===== config.mk =====
export PLATFORM = sky130hd
export DESIGN_NAME = digpot_seq_flat
export DESIGN_NICKNAME = d
export VERILOG_FILES = /design/src/rtl/digpot_pkg.sv /design/src/rtl/digpot_wb_if.sv /design/src/rtl/digpot_timer.sv /design/src/rtl/digpot_seq.sv /design/src/flat_wrapper.sv
export SDC_FILE = /design/constraint.sdc
export NUM_CORES = 1
export LEC_CHECK = 0
export CAP_MARGIN = 40
export CORE_MARGIN = 5
export CORE_UTILIZATION = 35
export DETAILED_ROUTE_END_ITERATION = 8
export PLACE_DENSITY = 0.63
export SYNTH_ARGS = -nofsm -noshare
export SYNTH_HDL_FRONTEND = slang
export SYNTH_HIERARCHICAL = 1
export SYNTH_SLANG_ARGS = --single-unit
export TNS_END_PERCENT = 100

===== constraint.sdc =====
create_clock -name clk -period 4.52 [get_ports clk]
set_input_delay 0.904 -clock clk [delete_from_list [all_inputs] [get_ports clk]]
set_output_delay 0.904 -clock clk [all_outputs]
set_load 0.02 [all_outputs]

===== src/rtl/digpot_pkg.sv =====
// Shared constants for the digital-pot sequencer.
// FSM encodings, register offsets and register bit positions.
package digpot_pkg;
  localparam logic [2:0] ST_HOME   = 3'd0;
  localparam logic [2:0] ST_IDLE   = 3'd1;
  localparam logic [2:0] ST_SETUP  = 3'd2;
  localparam logic [2:0] ST_INC_LO = 3'd3;
  localparam logic [2:0] ST_INC_HI = 3'd4;
  localparam logic [2:0] ST_TAIL   = 3'd5;
  localparam logic [2:0] ST_STORE  = 3'd6;

  localparam logic [1:0] REG_TARGET = 2'd0;
  localparam logic [1:0] REG_STATUS = 2'd1;
  localparam logic [1:0] REG_CTRL   = 2'd2;

  localparam int TGT_STORE = 8;
  localparam int ST_BUSY   = 8;
  localparam int ST_HOMED  = 9;
  localparam int ST_ERR    = 10;
  localparam int CTRL_HOME = 0;
  localparam int CTRL_CLR  = 2;
endpackage


===== src/rtl/digpot_wb_if.sv =====
// Wishbone slave bundle for the digital-pot sequencer.
// Signal names follow the bus-side port names of the block.
interface digpot_wb_if;
  logic        wb_stb_i;
  logic        wb_cyc_i;
  logic        wb_we_i;
  logic [31:0] wb_adr_i;
  logic [3:0]  wb_sel_i;
  logic [31:0] wb_dat_i;
  logic [31:0] wb_dat_o;
  logic        wb_ack_o;

  modport master (
    output wb_stb_i, wb_cyc_i, wb_we_i,
    output wb_adr_i, wb_sel_i, wb_dat_i,
    input  wb_dat_o, wb_ack_o
  );

  modport slave (
    input  wb_stb_i, wb_cyc_i, wb_we_i,
    input  wb_adr_i, wb_sel_i, wb_dat_i,
    output wb_dat_o, wb_ack_o
  );
endinterface


===== src/rtl/digpot_timer.sv =====
// Loadable down-counter shared by all timed FSM states.
// A state lasting N cycles loads N-1; expire is high in its last cycle.
module digpot_timer #(
  parameter int W = 8
) (
  input  logic         clk,
  input  logic         reset,
  input  logic         start,
  input  logic [W-1:0] load_val,
  output logic         expire
);
  logic [W-1:0] cnt;
  logic         run;

  always_ff @(posedge clk) begin
    if (reset) begin
      cnt <= '0;
      run <= 1'b0;
    end else if (start) begin
      cnt <= load_val;
      run <= 1'b1;
    end else if (run) begin
      if (cnt == '0) run <= 1'b0;
      else           cnt <= cnt - 1'b1;
    end
  end

  assign expire = run && (cnt == '0);
endmodule


===== src/rtl/digpot_seq.sv =====
// Wishbone sequencer for an X9C-style up/down digital potentiometer.
// Converts absolute tap writes into timed INC pulse trains.
module digpot_seq
  import digpot_pkg::*;
#(
  parameter int NSTEPS    = 100,
  parameter int POS_W     = 7,
  parameter int HALF_CYC  = 50,
  parameter int SETUP_CYC = 5,
  parameter int STORE_CYC = 1000
) (
  input  logic       clk,
  input  logic       reset,
  digpot_wb_if.slave wb,
  output logic       INC_o,
  output logic       UDn_o,
  output logic       CSn_o,
  output logic       busy_o,
  output logic       done_o
);
  localparam int MAX_HS = (HALF_CYC > SETUP_CYC) ? HALF_CYC : SETUP_CYC;
  localparam int MAXC   = (MAX_HS > STORE_CYC) ? MAX_HS : STORE_CYC;
  localparam int TW     = $clog2(MAXC);

  localparam logic [TW-1:0]    L_SETUP = TW'(SETUP_CYC - 1);
  localparam logic [TW-1:0]    L_HALF  = TW'(HALF_CYC - 1);
  localparam logic [TW-1:0]    L_STORE = TW'(STORE_CYC - 1);
  localparam logic [POS_W-1:0] TOP     = POS_W'(NSTEPS - 1);
  localparam logic [POS_W:0]   NST     = (POS_W+1)'(NSTEPS);

  logic [2:0]       state;
  logic [POS_W-1:0] pos, tgt_q, wtgt;
  logic [POS_W:0]   steps;
  logic st_q, pend_v, err, homed, homing;
  logic mv_store, dir, tail_ph;
  logic acc, wr_any, home_req, go, wclamp;
  logic [1:0]  ra;
  logic [31:0] rdata;
  logic tm_start, tm_exp;
  logic [TW-1:0] tm_val;
  logic unused_ok;

  function automatic logic [POS_W-1:0] step_pos(
    input logic [POS_W-1:0] p,
    input logic             up
  );
    if (up) return (p == TOP) ? p : p + 1'b1;
    return (p == '0) ? p : p - 1'b1;
  endfunction

  assign acc      = wb.wb_stb_i & wb.wb_cyc_i & ~wb.wb_ack_o;
  assign wr_any   = acc & wb.wb_we_i;
  assign ra       = wb.wb_adr_i[3:2];
  assign wclamp   = {1'b0, wb.wb_dat_i[POS_W-1:0]} >= NST;
  assign wtgt     = wclamp ? TOP : wb.wb_dat_i[POS_W-1:0];
  assign home_req = wr_any && (ra == REG_CTRL)
                    && wb.wb_dat_i[CTRL_HOME];
  assign go       = pend_v && ((tgt_q != pos) || st_q);
  assign busy_o   = (state != ST_IDLE);

  assign unused_ok = ^{wb.wb_sel_i, wb.wb_adr_i[31:4],
                       wb.wb_adr_i[1:0], wb.wb_dat_i};

  always_comb begin
    rdata = '0;
    unique case (ra)
      REG_TARGET: begin
        rdata[POS_W-1:0] = tgt_q;
        rdata[TGT_STORE] = st_q;
      end
      REG_STATUS: begin
        rdata[POS_W-1:0] = pos;
        rdata[ST_BUSY]   = busy_o;
        rdata[ST_HOMED]  = homed;
        rdata[ST_ERR]    = err;
      end
      default: rdata = '0;
    endcase
  end

  always_comb begin
    tm_start = 1'b0;
    tm_val   = L_SETUP;
    unique case (state)
      ST_HOME:  tm_start = 1'b1;
      ST_IDLE:  tm_start = !home_req && go;
      ST_SETUP, ST_INC_HI: if (tm_exp) begin
        tm_start = 1'b1;
        tm_val   = (steps != '0) ? L_HALF : L_SETUP;
      end
      ST_INC_LO: if (tm_exp) begin
        tm_start = 1'b1;
        tm_val   = L_HALF;
      end
      ST_TAIL: if (tm_exp && !tail_ph && mv_store) begin
        tm_start = 1'b1;
        tm_val   = L_STORE;
      end
      default: tm_start = 1'b0;
    endcase
  end

  digpot_timer #(.W(TW)) u_timer (
    .clk      (clk),
    .reset    (reset),
    .start    (tm_start),
    .load_val (tm_val),
    .expire   (tm_exp)
  );

  always_ff @(posedge clk) begin
    if (reset) begin
      state    <= ST_HOME;
      pos      <= '0;
      tgt_q    <= '0;
      steps    <= '0;
      st_q     <= 1'b0;
      pend_v   <= 1'b0;
      err      <= 1'b0;
      homed    <= 1'b0;
      homing   <= 1'b0;
      mv_store <= 1'b0;
      dir      <= 1'b0;
      tail_ph  <= 1'b0;
      INC_o    <= 1'b1;
      UDn_o    <= 1'b0;
      CSn_o    <= 1'b1;
      done_o   <= 1'b0;
      wb.wb_ack_o <= 1'b0;
      wb.wb_dat_o <= '0;
    end else begin
      done_o      <= 1'b0;
      wb.wb_ack_o <= acc;
      wb.wb_dat_o <= (acc && !wb.wb_we_i) ? rdata : '0;

      unique case (state)
        ST_HOME: begin
          pos      <= '0;
          steps    <= NST;
          dir      <= 1'b0;
          mv_store <= 1'b0;
          homing   <= 1'b1;
          homed    <= 1'b0;
          UDn_o    <= 1'b0;
          CSn_o    <= 1'b0;
          state    <= ST_SETUP;
        end
        ST_IDLE: begin
          if (home_req) begin
            state <= ST_HOME;
          end else if (pend_v) begin
            pend_v <= 1'b0;
            if (go) begin
              steps    <= (tgt_q > pos) ? {1'b0, tgt_q - pos}
                                        : {1'b0, pos - tgt_q};
              dir      <= (tgt_q > pos);
              UDn_o    <= (tgt_q > pos);
              mv_store <= st_q;
              CSn_o    <= 1'b0;
              state    <= ST_SETUP;
            end
          end
        end
        ST_SETUP: if (tm_exp) begin
          if (steps != '0) begin
            INC_o <= 1'b0;
            pos   <= step_pos(pos, dir);
            state <= ST_INC_LO;
          end else begin
            INC_o   <= mv_store;
            tail_ph <= 1'b0;
            state   <= ST_TAIL;
          end
        end
        ST_INC_LO: if (tm_exp) begin
          INC_o <= 1'b1;
          steps <= steps - 1'b1;
          state <= ST_INC_HI;
        end
        ST_INC_HI: if (tm_exp) begin
          if (steps != '0) begin
            INC_o <= 1'b0;
            pos   <= step_pos(pos, dir);
            state <= ST_INC_LO;
          end else begin
            // INC left low here makes the CSn rise a deselect, not a store
            INC_o   <= mv_store;
            tail_ph <= 1'b0;
            state   <= ST_TAIL;
          end
        end
        ST_TAIL: begin
          if (tail_ph) begin
            INC_o  <= 1'b1;
            done_o <= 1'b1;
            homed  <= homed | homing;
            homing <= 1'b0;
            state  <= ST_IDLE;
          end else if (tm_exp) begin
            CSn_o <= 1'b1;
            if (mv_store) state <= ST_STORE;
            else          tail_ph <= 1'b1;
          end
        end
        ST_STORE: if (tm_exp) begin
          done_o <= 1'b1;
          homed  <= homed | homing;
          homing <= 1'b0;
          state  <= ST_IDLE;
        end
        default: state <= ST_IDLE;
      endcase

      if (wr_any && (ra == REG_TARGET)) begin
        tgt_q  <= wtgt;
        st_q   <= wb.wb_dat_i[TGT_STORE];
        pend_v <= 1'b1;
        if (wclamp) err <= 1'b1;
      end
      if (wr_any && (ra == REG_CTRL) && wb.wb_dat_i[CTRL_CLR])
        err <= 1'b0;
    end
  end
endmodule


===== src/flat_wrapper.sv =====
// flat-port wrapper written by rule: the top's interface ports become plain ports
module digpot_seq_flat import digpot_pkg::*;
#(
  parameter int NSTEPS    = 100,
  parameter int POS_W     = 7,
  parameter int HALF_CYC  = 50,
  parameter int SETUP_CYC = 5,
  parameter int STORE_CYC = 1000
)
  (clk, reset, INC_o, UDn_o, CSn_o, busy_o, done_o, wb_wb_stb_i, wb_wb_cyc_i, wb_wb_we_i, wb_wb_adr_i, wb_wb_sel_i, wb_wb_dat_i, wb_wb_dat_o, wb_wb_ack_o);
  digpot_wb_if wb_i ();
  input  logic clk;
  input  logic reset;
  output logic INC_o;
  output logic UDn_o;
  output logic CSn_o;
  output logic busy_o;
  output logic done_o;
  input wire logic [$bits(wb_i.wb_stb_i)-1:0] wb_wb_stb_i;
  input wire logic [$bits(wb_i.wb_cyc_i)-1:0] wb_wb_cyc_i;
  input wire logic [$bits(wb_i.wb_we_i)-1:0] wb_wb_we_i;
  input wire logic [$bits(wb_i.wb_adr_i)-1:0] wb_wb_adr_i;
  input wire logic [$bits(wb_i.wb_sel_i)-1:0] wb_wb_sel_i;
  input wire logic [$bits(wb_i.wb_dat_i)-1:0] wb_wb_dat_i;
  output wire logic [$bits(wb_i.wb_dat_o)-1:0] wb_wb_dat_o;
  output wire logic [$bits(wb_i.wb_ack_o)-1:0] wb_wb_ack_o;
  assign wb_i.wb_stb_i = wb_wb_stb_i;
  assign wb_i.wb_cyc_i = wb_wb_cyc_i;
  assign wb_i.wb_we_i = wb_wb_we_i;
  assign wb_i.wb_adr_i = wb_wb_adr_i;
  assign wb_i.wb_sel_i = wb_wb_sel_i;
  assign wb_i.wb_dat_i = wb_wb_dat_i;
  assign wb_wb_dat_o = wb_i.wb_dat_o;
  assign wb_wb_ack_o = wb_i.wb_ack_o;
  digpot_seq #(.NSTEPS(NSTEPS), .POS_W(POS_W), .HALF_CYC(HALF_CYC), .SETUP_CYC(SETUP_CYC), .STORE_CYC(STORE_CYC)) u_core (.clk(clk), .reset(reset), .wb(wb_i), .INC_o(INC_o), .UDn_o(UDn_o), .CSn_o(CSn_o), .busy_o(busy_o), .done_o(done_o));
endmodule

# Word level (Yosys, flattened, before mapping)
# Cells that the tools add are included.
# Widths: inputs -> output; s select.
[totals] register_bits=80 latchBits=0 mem_bits_rw=0 rom_bits=0 inputBits=73 memories=0
[op_classes] addsub=6 mul=0 div_mod_pow=0 n_lt_le_gt_ge=2 eq_ne=31 shifts=0 muxes=86 n_bitwise=7 reduce_logical=44
[op_table] cell="$mux 7" count=11
[op_table] cell="$mux 10" count=5
[op_table] cell="$mux 1" count=39
[op_table] cell="$mux 8" count=4
[op_table] cell="$mux 3" count=10
[op_table] cell="$pmux 10 s3" count=1
[op_table] cell="$ne 2x1->1 const B" count=12
[op_table] cell="$pmux 8 s3" count=1
[op_table] cell="$pmux 7 s3" count=1
[op_table] cell="$pmux 3 s6" count=1
[op_table] cell="$ne 3x1->1 const B" count=5
[op_table] cell="$reduce_bool 3->1" count=5
[op_table] cell="$pmux 7 s2" count=1
[op_table] cell="$sub 7x7->7" count=2
[op_table] cell="$mux 6" count=2
[op_table] cell="$pmux 1 s3" count=4
[op_table] cell="$logic_and 1x1->1" count=10
[op_table] cell="$logic_not 10->1" count=1
[op_table] cell="$pmux 1 s2" count=5
[op_table] cell="$reduce_and 5->1" count=2
[op_table] cell="$sub 10x1->10 const B" count=1
[op_table] cell="$eq 3x3->1 const B" count=3
[op_table] cell="$ne 2x2->1 const B" count=4
[op_table] cell="$reduce_and 4->1" count=2
[op_table] cell="other kinds (28)" count=44

# Longest topological paths before layout
# Gate-level depths: netlist of run 1.
[logic_depth] ltp_word=10 ltp_mapped=12 ltp_nobuf=11

# By module
# Netlist of run 1, hierarchy kept.
[modules_own_cells] mod="digpot_seq" instances=1 cells_per_inst=416 area_each_um2=3399.5
[modules_own_cells] mod="digpot_timer" instances=1 cells_per_inst=77 area_each_um2=640.6

# Worst setup path after synthesis of run 1
# OpenSTA, ideal clock, no wires.
[synth_timing] path_kind="reg2reg" from="register u_core.pos[1]" to="register u_core.u_timer.cnt[4]" setup_time_ns=0.091 arrival_ns=2.384 required_ns=4.429 slack_ns=2.045 stages_incl_launch_ff=11 n_path_buf=1 period_less_slack_ns=2.475 path_cell_list="dfxtp_1 -> inv_1 -> ha_1 -> nand4_2 -> o41a_1 -> a21oi_1 -> nand2_1 -> inv_1 -> clkbuf_1 -> nor2_1 -> a311oi_1"
[synth_between] elab_chain_len=7 word_cells_on_any_way=9
[synth_lines] element="from (decl)" line_no="digpot_seq.sv:32" source="logic [POS_W-1:0] pos, tgt_q, wtgt;"
[synth_lines] element="from (signal assigned)" line_no="digpot_seq.sv:167" source="pos <= step_pos(pos, dir);"
[synth_lines] element="from (signal assigned)" line_no="digpot_seq.sv:183" source="pos <= step_pos(pos, dir);"
[synth_lines] element="$ne 7x7->1 *" line_no="digpot_seq.sv:58" source="assign go = pend_v && ((tgt_q != pos) || st_q);"
[synth_lines] element="$logic_or 1x1->1 *" line_no="digpot_seq.sv:58"
[synth_lines] element="$logic_and 1x1->1 *" line_no="digpot_seq.sv:58"
[synth_lines] element="$logic_and 1x1->1 *" line_no="digpot_seq.sv:86" source="ST_IDLE: tm_start = !home_req && go;"
[synth_lines] element="$pmux 1 s4 *" line_no="digpot_seq.sv:84" source="unique case (state)"
[synth_lines] element="net u_core.tm_start" line_no="digpot_seq.sv:39" source="logic tm_start, tm_exp;"
[synth_lines] element="$ne 2x1->1 (no line) / $reduce_bool 2->1 (equally long branches)"
[synth_lines] element="$reduce_and 2->1 (no line)"
[synth_lines] element="to (signal assigned)" line_no="digpot_timer.sv:20" source="cnt <= load_val;"
[synth_lines] element="to (signal assigned)" line_no="digpot_timer.sv:24" source="else cnt <= cnt - 1'b1;"
[synth_lines] element="to (decl)" line_no="digpot_timer.sv:12" source="logic [W-1:0] cnt;"
# The timed path passes the listed nets; every way through them passes the cells marked *.
# A chain may end at the register's enable or synchronous reset.

# Worst setup path in the final report of run 1
[layout_timing] from="register u_core.pos[3]" to="register u_core.u_timer.cnt[6]"
# Same word-level chain as after synthesis.

==> results.json, run 1 <==
{
  "power.total_w": 0.00351,
  "die_height_um": 117,
  "p_clk_share_pct": 18.9,
  "globalRouteTotalUtil_pct": 14.6,
  "worst_clock_skew_ps": 11.4,
  "seq_area_frac_synth_pct": 28.7,
  "clockBufferDepth": 2,
  "start_util_pct": 35.5,
  "power_frac_seq_pct": 23.8,
  "routed_length_per_placed_instance_um": 15.2,
  "buffer_ports.inserted": 30,
  "critical_path.max_fanout": 12,
  "leakagePower_nw": 1.80,
  "relSlewSlack_pct": 54.9,
  "detailedRoute.firstIterationViolations": 249,
  "cellPowerDensity_nw_per_um2": 765,
  "post_synth_instance_area_um2": 4040,
  "maxCapViolations": 0,
  "post_synth.cell_area_avg_um2": 8.19,
  "antenna_found_initial": 0,
  "achievable-frequency_ghz": 0.310,
  "setup_slack_after_placement_ps": 1030,
  "postCtsSetupRepairBufs": 0,
  "timing.final.hold_violations": 0,
  "timing.setup.tns_ps": 0,
  "setup_viol": 0,
  "worst_setup_hold_path_clk_slew_ps": 50,
  "drive_above_1_share_pct": 8.46,
  "synth-edff-count": 0,
  "core_um2": 11400,
  "switchingPower_w": 0.00158,
  "critical-path-top-delay-family": "compound AO/OA/AOI/OAI gates",
  "drc": 0,
  "busiest_layer_in_global_routing": "met2",
  "first_global_vias": 3501,
  "pin_count": 111,
  "smallest_setup_slack_after_layout_ps": 1290,
  "sw_frac_of_total_pct": 44.9,
  "critical-path-slowest-cell": "o41a_1",
  "gpl.final_weighted_congestion": 0.886,
  "postCtsHoldBufs": 0,
  "cts_repair_resize_count": 0,
  "final_area_um2": 4590,
  "ctsHtreeMaxLevel": 3,
  "clock_tree.root_cell": "clkbuf_16",
  "clock_tree_from_tritoncts": "built",
  "routed_wl_um": 10100,
  "area_growth_pct": 13.7,
  "worst_skew_pair.late_latency_ps": 330,
  "antenna_cells": 0,
  "nets": 613,
  "overflow": 0,
  "timing.critical_path.to_type": "flop",
  "path_class": "reg2reg",
  "timing.final.max_slew_violations": 0,
  "row_count": 39,
  "synth_cell_types": 82,
  "buf_inv_on_cp": 2,
  "min-delay-path-class": "reg2reg",
  "p_int_w": 0.00193,
  "slowest_delay_ps": 490,
  "fp.dieArea_um2": 13800,
  "period_needed_ps": 3230,
  "cts_sink_count": 58,
  "via_count": 3541,
  "final_antenna_net_count": 0,
  "synth.ff_latch_count": 58,
  "first_pass_grt_wire_length_um": 16800,
  "place_hpwl_um": 7540,
  "ys_async_sr_fraction_pct": 0,
  "globalRouteMet1Util_pct": 18.1,
  "irDropWorstVdd_mv": 0.332,
  "gr-usage-met3_pct": 3.95,
  "worst-endpoint-required_ps": 4710,
  "power_frac_comb_pct": 57.3,
  "worst_setup_path_start_kind": "flop",
  "synth.yosys.warnings": 6,
  "max_slew.worst_pin.slew_ps": 675,
  "status": "complete, no violations",
  "synthesis.instances": 493,
  "grt_use_met2_pct": 24.3,
  "cts-buffers-inserted": 9,
  "crit_chain": "inv_1, ha_1, nand4_2, o41a_1, a21oi_1, nand2_1, inv_1, nand2_1, o221ai_1, a21oi_2",
  "place_area_um2": 4310,
  "chipWidth_um": 117,
  "yosys_most_used_dff": "dfxtp_1",
  "firstDrtPassIters": 4,
  "grt_setup_unrepaired": "no",
  "grt_start_max_net_pins": 27,
  "dr_vias_cell": 5.34,
  "worstPathArrival_ps": 3420,
  "layout_worst_path_cycle_share_pct": 71.4
}
## worst register-to-register path, cell delays in order, from the launching register on
cell and delay (ps):
dfxtp_1 430, inv_1 100, ha_1 480, nand4_2 180, o41a_1 490, a21oi_1 290, nand2_1 340, inv_1 380
nand2_1 130, o221ai_1 200, a21oi_2 70
## worst paths after layout
| kind | start | cells past startpoint | slack (ps) | end |
|---|---|---|---|---|
| max reg2reg | u_core/pos[3] | 10 | 1290 | u_core/u_timer/cnt[6] |
| min reg2reg | u_core/INC_o | 2 | 480 | u_core/INC_o |
| min | u_core/INC_o | 2 | 480 | u_core/INC_o |
| max | u_core/pos[3] | 10 | 1290 | u_core/u_timer/cnt[6] |
## Yosys cell counts (all sizes together) (2+ instances only)
cell / number / share of area [%]
o211ai: 2 / 0.37
ha: 21 / 6.5
nor4b: 2 / 0.81
mux2i: 14 / 3.5
clkbuf: 13 / 2.0
nand3b: 2 / 0.37
or2b: 2 / 0.40
nor2: 42 / 4.1
and2: 2 / 0.37
a21o: 11 / 2.1
o2111a: 2 / 0.56
and3: 10 / 1.7
or3: 6 / 0.99
fa: 3 / 1.5
a31oi: 8 / 1.6
a21oi: 48 / 6.1
o2111ai: 5 / 1.1
a211oi: 9 / 1.7
a22o: 5 / 1.1
a31o: 2 / 0.43
xnor2: 8 / 1.7
a2bb2oi: 2 / 0.59
nand2: 39 / 3.6
o22ai: 2 / 0.31
a221oi: 3 / 0.65
buf: 30 / 5.9
o221ai: 2 / 0.43
a311oi: 3 / 0.65
nor2b: 6 / 0.93
or4: 2 / 0.37
o221a: 2 / 0.56
o21ai: 23 / 2.8
o21bai: 4 / 0.74
nand3: 13 / 1.7
nand4: 3 / 0.62
nor3: 17 / 2.2
mux2: 3 / 0.84
nand2b: 6 / 1.1
dfxtp: 58 / 29
o31ai: 2 / 0.37
xor2: 2 / 0.43
inv: 35 / 3.3
## metal layers
layer / routed length, um / share of wire (%)
met2: 4990 / 50
met3: 388 / 3.9
met1: 4560 / 45
met5: 0 / 0
met4: 116 / 1.2
## layout by cell type (no fill, tap or decap), types with 5 or more instances in the layout
cell / netlist / final
a31oi_1: 7 / 7
clkdlybuf4s50_1: 1 / 30
nor2b_1: 6 / 6
a22o_1: 5 / 5
nor2_1: 40 / 40
nand3_1: 12 / 12
o21ai_0: 20 / 20
conb_1: 1 / 23
dfxtp_1: 58 / 58
a21o_1: 8 / 8
and3_1: 9 / 9
a211oi_1: 9 / 9
inv_1: 35 / 35
xnor2_1: 8 / 8
nand2_1: 39 / 39
clkbuf_16: 0 / 9
a21oi_1: 46 / 46
ha_1: 21 / 21
mux2i_1: 14 / 14
nand2b_1: 5 / 5
nor3_1: 16 / 16
o2111ai_1: 5 / 5
## cell families after synthesis
family,after synthesis,synth area share (%)
AO/OA/AOI/OAI,142,23.8
XOR/XNOR,10,2.17
flip-flops,58,28.7
AND/OR/NAND/NOR,161,21.4
buffers and inverters,79,11.3
adder cells (fa/ha/maj),25,8.24
other,1,0.0928
multiplexers,17,4.30
## state kept, by name (all words and copies together), names as in the netlist, 3 cells and up
signal and count:
u_core/u_timer/cnt 10, u_core/tgt_q 7, u_core/steps 8, u_core/wb.wb_dat_o 10, u_core/pos 7, u_core/state 3
## final cells by class
| class | count | area [um^2] |
|---|---|---|
| fill | 1142 | 6780 |
| multi-input combinational | 378 | 2500 |
| sequential | 58 | 1160 |
| timing repair buffer | 34 | 330 |
| clock buffer | 12 | 246 |
| tap | 143 | 179 |
| inverter | 35 | 131 |
| clock inverter | 3 | 40.0 |
## power groups by stage
| stage | Combinational, W | Clock (W) | Sequential [W] |
|---|---|---|---|
| CTS | 0.00200 | 0.000682 | 0.000834 |
| detailed placement | 0.00198 | 0 | 0.000842 |
| global route | 0.00223 | 0.000707 | 0.000862 |
| floorplan | 0.00169 | 0 | 0.000778 |
| finish | 0.00201 | 0.000665 | 0.000835 |
| global placement | 0.00194 | 0 | 0.000834 |
## stage by stage
step           utilization, %  cells  hold WS [ps]
5_1_grt                  40.4    663           507
3_5_place_dp             37.9    648           462
6_report                 40.4    663           477
2_1_floorplan               -    515           432
4_1_cts                  40.4    663           482
3_3_place_gp             37.9    648           462
Power figures use the tool's default switching activity.
==> run 2, diff against run 1 <==
--- a/config.mk
+++ b/config.mk
@@ -9,7 +9,7 @@
 export CORE_MARGIN = 5
 export CORE_UTILIZATION = 35
 export DETAILED_ROUTE_END_ITERATION = 8
-export PLACE_DENSITY = 0.63
+export PLACE_DENSITY = 0.66
 export SYNTH_ARGS = -nofsm -noshare
 export SYNTH_HDL_FRONTEND = slang
 export SYNTH_HIERARCHICAL = 1
==> constraint.sdc (replaced) <==
create_clock -name clk -period 2.72 [get_ports clk]
set_input_delay 0.544 -clock clk [delete_from_list [all_inputs] [get_ports clk]]
set_output_delay 0.544 -clock clk [all_outputs]
set_load 0.02 [all_outputs]
==> run 2 against run 1 <==
Against the previous run:
- maximum frequency up 27%
- via count up 2.1%
- final area up 4.0%
- sequential share of layout area down 0.95 points
- clock power up 71%
- core utilization up 1.6 points
- worst hold slack worse by 4.4 ps
- largest cell class unchanged
- highest routed layer unchanged
==> results.json, run 2 (synthesis results as in run 1) <==
{
  "cts-buffers-inserted": 9,
  "cts_repair_resize_count": 0,
  "leakagePower_nw": 1.92,
  "setup_viol": 0,
  "via_count": 3616,
  "maxCapViolations": 0,
  "min-delay-path-class": "reg2reg",
  "routed_wl_um": 10300,
  "chipWidth_um": 117,
  "cellPowerDensity_nw_per_um2": 1280,
  "relSlewSlack_pct": 64.7,
  "antenna_found_initial": 0,
  "gpl.final_weighted_congestion": 0.874,
  "largestRegisters": "u_core/u_timer/cnt (10), u_core/wb.wb_dat_o (10), u_core/steps (8)",
  "layout_worst_path_cycle_share_pct": 93.0,
  "crit_path_start": "u_core/u_timer/cnt[7]",
  "worst_clock_skew_ps": 4.24,
  "detailedRoute.firstIterationViolations": 200,
  "period_needed_ps": 2530,
  "start_util_pct": 35.5,
  "worst-endpoint-required_ps": 2980,
  "drc": 0,
  "drive_above_1_share_pct": 12.8,
  "first_pass_grt_wire_length_um": 17400,
  "place_hpwl_um": 7980,
  "irDropWorstVdd_mv": 0.680,
  "critical_path.max_fanout": 16,
  "row_count": 39,
  "clock_tree_from_tritoncts": "built",
  "fillerInstances": 1154,
  "critical_path.reg2reg.endpoint": "u_core/steps[6]",
  "ctsHtreeMaxLevel": 3,
  "antenna_cells": 0,
  "crit-reg2reg-launch": "u_core/u_timer/cnt[7]",
  "hold_start": "u_core/INC_o",
  "timing.final.max_slew_violations": 0,
  "dr_vias_cell": 5.29,
  "nets": 633,
  "worst_setup_path_start_kind": "flop",
  "timing.setup.tns_ps": 0,
  "timing.final.hold_violations": 0,
  "max_slew.worst_pin.slew_ps": 529,
  "clock_tree.root_cell": "clkbuf_16",
  "core_um2": 11400,
  "fp.dieArea_um2": 13800,
  "grt_start_max_net_pins": 21,
  "die_height_um": 117,
  "achievable-frequency_ghz": 0.395,
  "worstPathArrival_ps": 2790,
  "timing.hold.worst_endpoint": "u_core/INC_o",
  "power.total_w": 0.00613,
  "cts_sink_count": 58,
  "worst_setup_hold_path_clk_slew_ps": 50,
  "buffer_ports.inserted": 30,
  "grt_setup_unrepaired": "no",
  "min_path_cells": 2,
  "routed_length_per_placed_instance_um": 15.0,
  "overflow": 0,
  "path_class": "reg2reg",
  "final_antenna_net_count": 0,
  "globalRouteTotalUtil_pct": 15.0,
  "timing.critical_path.to_type": "flop",
  "firstDrtPassIters": 4,
  "first_global_vias": 3597,
  "status": "complete, no violations",
  "pin_count": 111,
  "reg2reg_slack_ps": 190,
  "highest_count_cells_in_the_layout_ignoring_fill_and_taps": "dfxtp_1, a21oi_1, nor2_1",
  "worst_skew_pair.late_latency_ps": 330,
  "clockBufferDepth": 2,
  "postCtsHoldBufs": 0,
  "worst-r2r-cell-count": 10,
  "area_growth_pct": 18.2,
  "layout_commonest_cell": "dfxtp_1",
  "postCtsSetupRepairBufs": 0
}
==> run 2: cell type report <==
class                      instances  area, um^2  area share, %
multi-input combinational        378        2510           52.5
sequential                        58        1160           24.3
timing repair buffer              54         493           10.3
clock buffer                      11         253           5.29
tap                              143         179           3.75
inverter                          35         131           2.75
clock inverter                     5        52.6           1.10
==> run 2: how the worst max path moves through the flow <==
stage                                 end  slack, ps
floorplan           u_core/u_timer/cnt[4]        240
global placement    u_core/u_timer/cnt[8]        180
detailed placement  u_core/u_timer/cnt[3]        170
CTS                                busy_o        110
global route              u_core/steps[6]         10
finish                    u_core/steps[6]        190
==> run 2: stage by stage <==
| step | util [%] | setup WS [ps] | hold slack, ps | instances | area [um^2] |
|---|---|---|---|---|---|
| after floorplan | - | 245 | 432 | 515 | 4120 |
| final | 42.0 | 189 | 473 | 684 | 4780 |
| after global placement | 39.3 | 182 | 461 | 668 | 4470 |
| after global routing | 42.0 | 11.4 | 505 | 684 | 4780 |
| after CTS | 42.0 | 114 | 478 | 684 | 4770 |
| after detailed placement | 39.3 | 175 | 460 | 668 | 4470 |
==> run 2: critical path: stages (launching register included) <==
cell,delay (ps)
dfxtp_1,330
nor3_1,440
and3_2,330
and2_1,170
nand2_1,70
a21o_1,260
nor2_2,170
buf_12,150
o2111ai_1,100
mux2_1,350
o21ai_1,90
==> run 2: where the power goes <==
| part | total (W) | switching, W | internal (W) |
|---|---|---|---|
| logic | 0.00364 | 0.00202 | 0.00162 |
| registers | 0.00135 | 0.000285 | 0.00107 |
| clock network | 0.00114 | 0.000388 | 0.000752 |
| total | 0.00613 | 0.00270 | 0.00344 |
==> run 2: routing by layer <==
| layer | wire length, um | vias to the layer above | share of wire, % | GRT usage (%) |
|---|---|---|---|---|
| li1 | - | 1804 | - | - |
| met1 | 4480 | 1707 | 44 | 18.2 |
| met2 | 5090 | 92 | 50 | 25.3 |
| met3 | 573 | 13 | 5.6 | 3.90 |
| met4 | 129 | 0 | 1.3 | 5.66 |
| met5 | 0 | - | 0 | 0 |
==> run 3, diff against run 2 <==
--- a/config.mk
+++ b/config.mk
@@ -9,7 +9,8 @@
 export CORE_MARGIN = 5
 export CORE_UTILIZATION = 35
 export DETAILED_ROUTE_END_ITERATION = 8
-export PLACE_DENSITY = 0.66
+export DONT_BUFFER_PORTS = 1
+export PLACE_DENSITY = 0.53
 export SYNTH_ARGS = -nofsm -noshare
 export SYNTH_HDL_FRONTEND = slang
 export SYNTH_HIERARCHICAL = 1
==> run 3 against run 2 <==
Against the previous run:
- sequential share of layout area up 1.2 points
- core utilization is 2.0 points lower
- total power rose by 3.2%
- wire length is 3.0% higher
- worst hold slack lost 190 ps
- setup slack better by 63 ps
- largest cell class unchanged
==> results.json, run 3 (synthesis results as in run 1) <==
{
  "min-delay-path-class": "in2reg",
  "drc": 0,
  "fp.dieArea_um2": 13800,
  "relSlewSlack_pct": 55.8,
  "first_global_vias": 3461,
  "cts_repair_resize_count": 0,
  "ctsHtreeMaxLevel": 3,
  "row_count": 39,
  "setup_viol": 0,
  "period_needed_ps": 2470,
  "crit-reg2reg-launch": "u_core/u_timer/cnt[0]",
  "postCtsSetupRepairBufs": 0,
  "maxCapViolations": 0,
  "final_antenna_net_count": 0,
  "place_hpwl_um": 8140,
  "globalRouteTotalUtil_pct": 15.4,
  "reg2reg_slack_ps": 250,
  "worst_skew_pair.late_latency_ps": 330,
  "antenna_cells": 0,
  "power_frac_comb_pct": 58.7,
  "timing.final.hold_violations": 0,
  "critical_path.max_fanout": 16,
  "irDropWorstVdd_mv": 0.647,
  "worst_clock_skew_ps": 4.03,
  "timing.final.max_slew_violations": 0,
  "clock_tree.root_cell": "clkbuf_16",
  "final.hold.worst_slack_ps": 278,
  "path_class": "reg2reg",
  "routed_wl_um": 10600,
  "firstDrtPassIters": 4,
  "dr_vias_cell": 5.28,
  "core_um2": 11400,
  "buffer_ports.inserted": 0,
  "status": "complete, no violations",
  "place_area_um2": 4210,
  "antenna_found_initial": 0,
  "critical_path.reg2reg.endpoint": "u_core/steps[2]",
  "timing.setup.tns_ps": 0,
  "gpl.final_weighted_congestion": 0.863,
  "p_clk_share_pct": 20.1,
  "layout_commonest_cell": "dfxtp_1",
  "sw_frac_of_total_pct": 43.0,
  "worst_setup_hold_path_clk_slew_ps": 50,
  "highest_count_cells_in_the_layout_ignoring_fill_and_taps": "dfxtp_1, a21oi_1, nor2_1",
  "hold_start": "reset",
  "detailedRoute.firstIterationViolations": 224,
  "clock_tree_from_tritoncts": "built",
  "worstPathArrival_ps": 2730,
  "cts_sink_count": 58,
  "largestRegisters": "u_core/u_timer/cnt (10), u_core/wb.wb_dat_o (10), u_core/steps (8)",
  "via_count": 3487,
  "pin_count": 111,
  "chipWidth_um": 117,
  "timing.hold.worst_endpoint": "u_core/u_timer/cnt[6]",
  "clockBufferDepth": 2,
  "postCtsHoldBufs": 0,
  "layout_worst_path_cycle_share_pct": 90.7,
  "leakagePower_nw": 1.85,
  "area_growth_pct": 12.7,
  "switchingPower_w": 0.00273,
  "worst-endpoint-required_ps": 2980,
  "cellPowerDensity_nw_per_um2": 1390,
  "achievable-frequency_ghz": 0.405,
  "power.total_w": 0.00633,
  "nets": 609,
  "grt_setup_unrepaired": "no",
  "cts-buffers-inserted": 9,
  "final_area_um2": 4550,
  "worst_setup_path_start_kind": "flop",
  "max_slew.worst_pin.slew_ps": 661,
  "grt_start_max_net_pins": 40,
  "routed_length_per_placed_instance_um": 16.0,
  "power_frac_seq_pct": 21.2,
  "fillerInstances": 1158,
  "first_pass_grt_wire_length_um": 17600,
  "worst-r2r-cell-count": 12,
  "drive_above_1_share_pct": 14.1,
  "min_path_cells": 1,
  "start_util_pct": 35.5,
  "p_int_w": 0.00361,
  "timing.critical_path.to_type": "flop",
  "overflow": 0,
  "die_height_um": 117
}
[run 3: changes by cell type in the layout (fill, tap and decap cells not counted), sizes merged]
cell / previous run / this run
buf: 24 / 30
bufinv: 1 / 2
clkbuf: 11 / 12
clkdlybuf4s50: 30 / 0
clkinv: 3 / 1
[run 3: area by class of cell]
cell class | instances | area [um^2] | share of cell area (%)
timing repair buffer | 30 | 238 | 5.22
multi-input combinational | 378 | 2500 | 55.0
inverter | 35 | 131 | 2.89
clock buffer | 12 | 267 | 5.85
tap | 143 | 179 | 3.93
clock inverter | 4 | 72.6 | 1.59
sequential | 58 | 1160 | 25.5
[run 3: power groups by stage]
stage	Sequential [W]	Combinational, W	Clock [W]
after floorplan	0.00129	0.00281	0
final	0.00134	0.00371	0.00127
after detailed placement	0.00136	0.00368	0
after CTS	0.00134	0.00370	0.00131
after global routing	0.00139	0.00413	0.00135
after global placement	0.00136	0.00362	0
[run 3: how the worst max path moves through the flow]
| stage | startpoint | to | slack (ps) | cells after the start |
|---|---|---|---|---|
| floorplan | u_core/pos[1] | u_core/u_timer/cnt[4] | 240 | 10 |
| global placement | u_core/pos[6] | u_core/steps[1] | 260 | 9 |
| detailed placement | u_core/pos[6] | u_core/steps[1] | 270 | 9 |
| CTS | u_core/pos[6] | u_core/steps[1] | 240 | 9 |
| global route | u_core/pos[2] | u_core/u_timer/cnt[3] | 70 | 10 |
| finish | u_core/u_timer/cnt[0] | u_core/steps[2] | 250 | 12 |
[run 3: layer usage]
metal / vias to the layer above / part of all wire (%) / global-route usage [%]
met2: 69 / 47 / 25.2
met4: 0 / 2.2 / 5.15
met1: 1648 / 46 / 19.4
li1: 1753 / - / -
met3: 17 / 4.5 / 4.23
met5: - / 0 / 0
[run 3: worst max-delay path, stage by stage, from the launching register on]
cell       delay, ps
dfxtp_1          330
inv_1             60
ha_1             190
nor4b_4          220
and3_1           210
and2_1           180
nand2_1           70
a21o_1           270
nor2_2           170
buf_12           150
o2111ai_1        100
mux2_1           360
o21ai_1           80
[run 3: through the flow]
stage | utilization (%) | setup WS, ps | instances
final | 40.0 | 252 | 660
after CTS | 40.0 | 241 | 660
after detailed placement | 37.1 | 266 | 644
after floorplan | - | 245 | 515
after global placement | 37.1 | 263 | 644
after global routing | 40.0 | 72.6 | 660
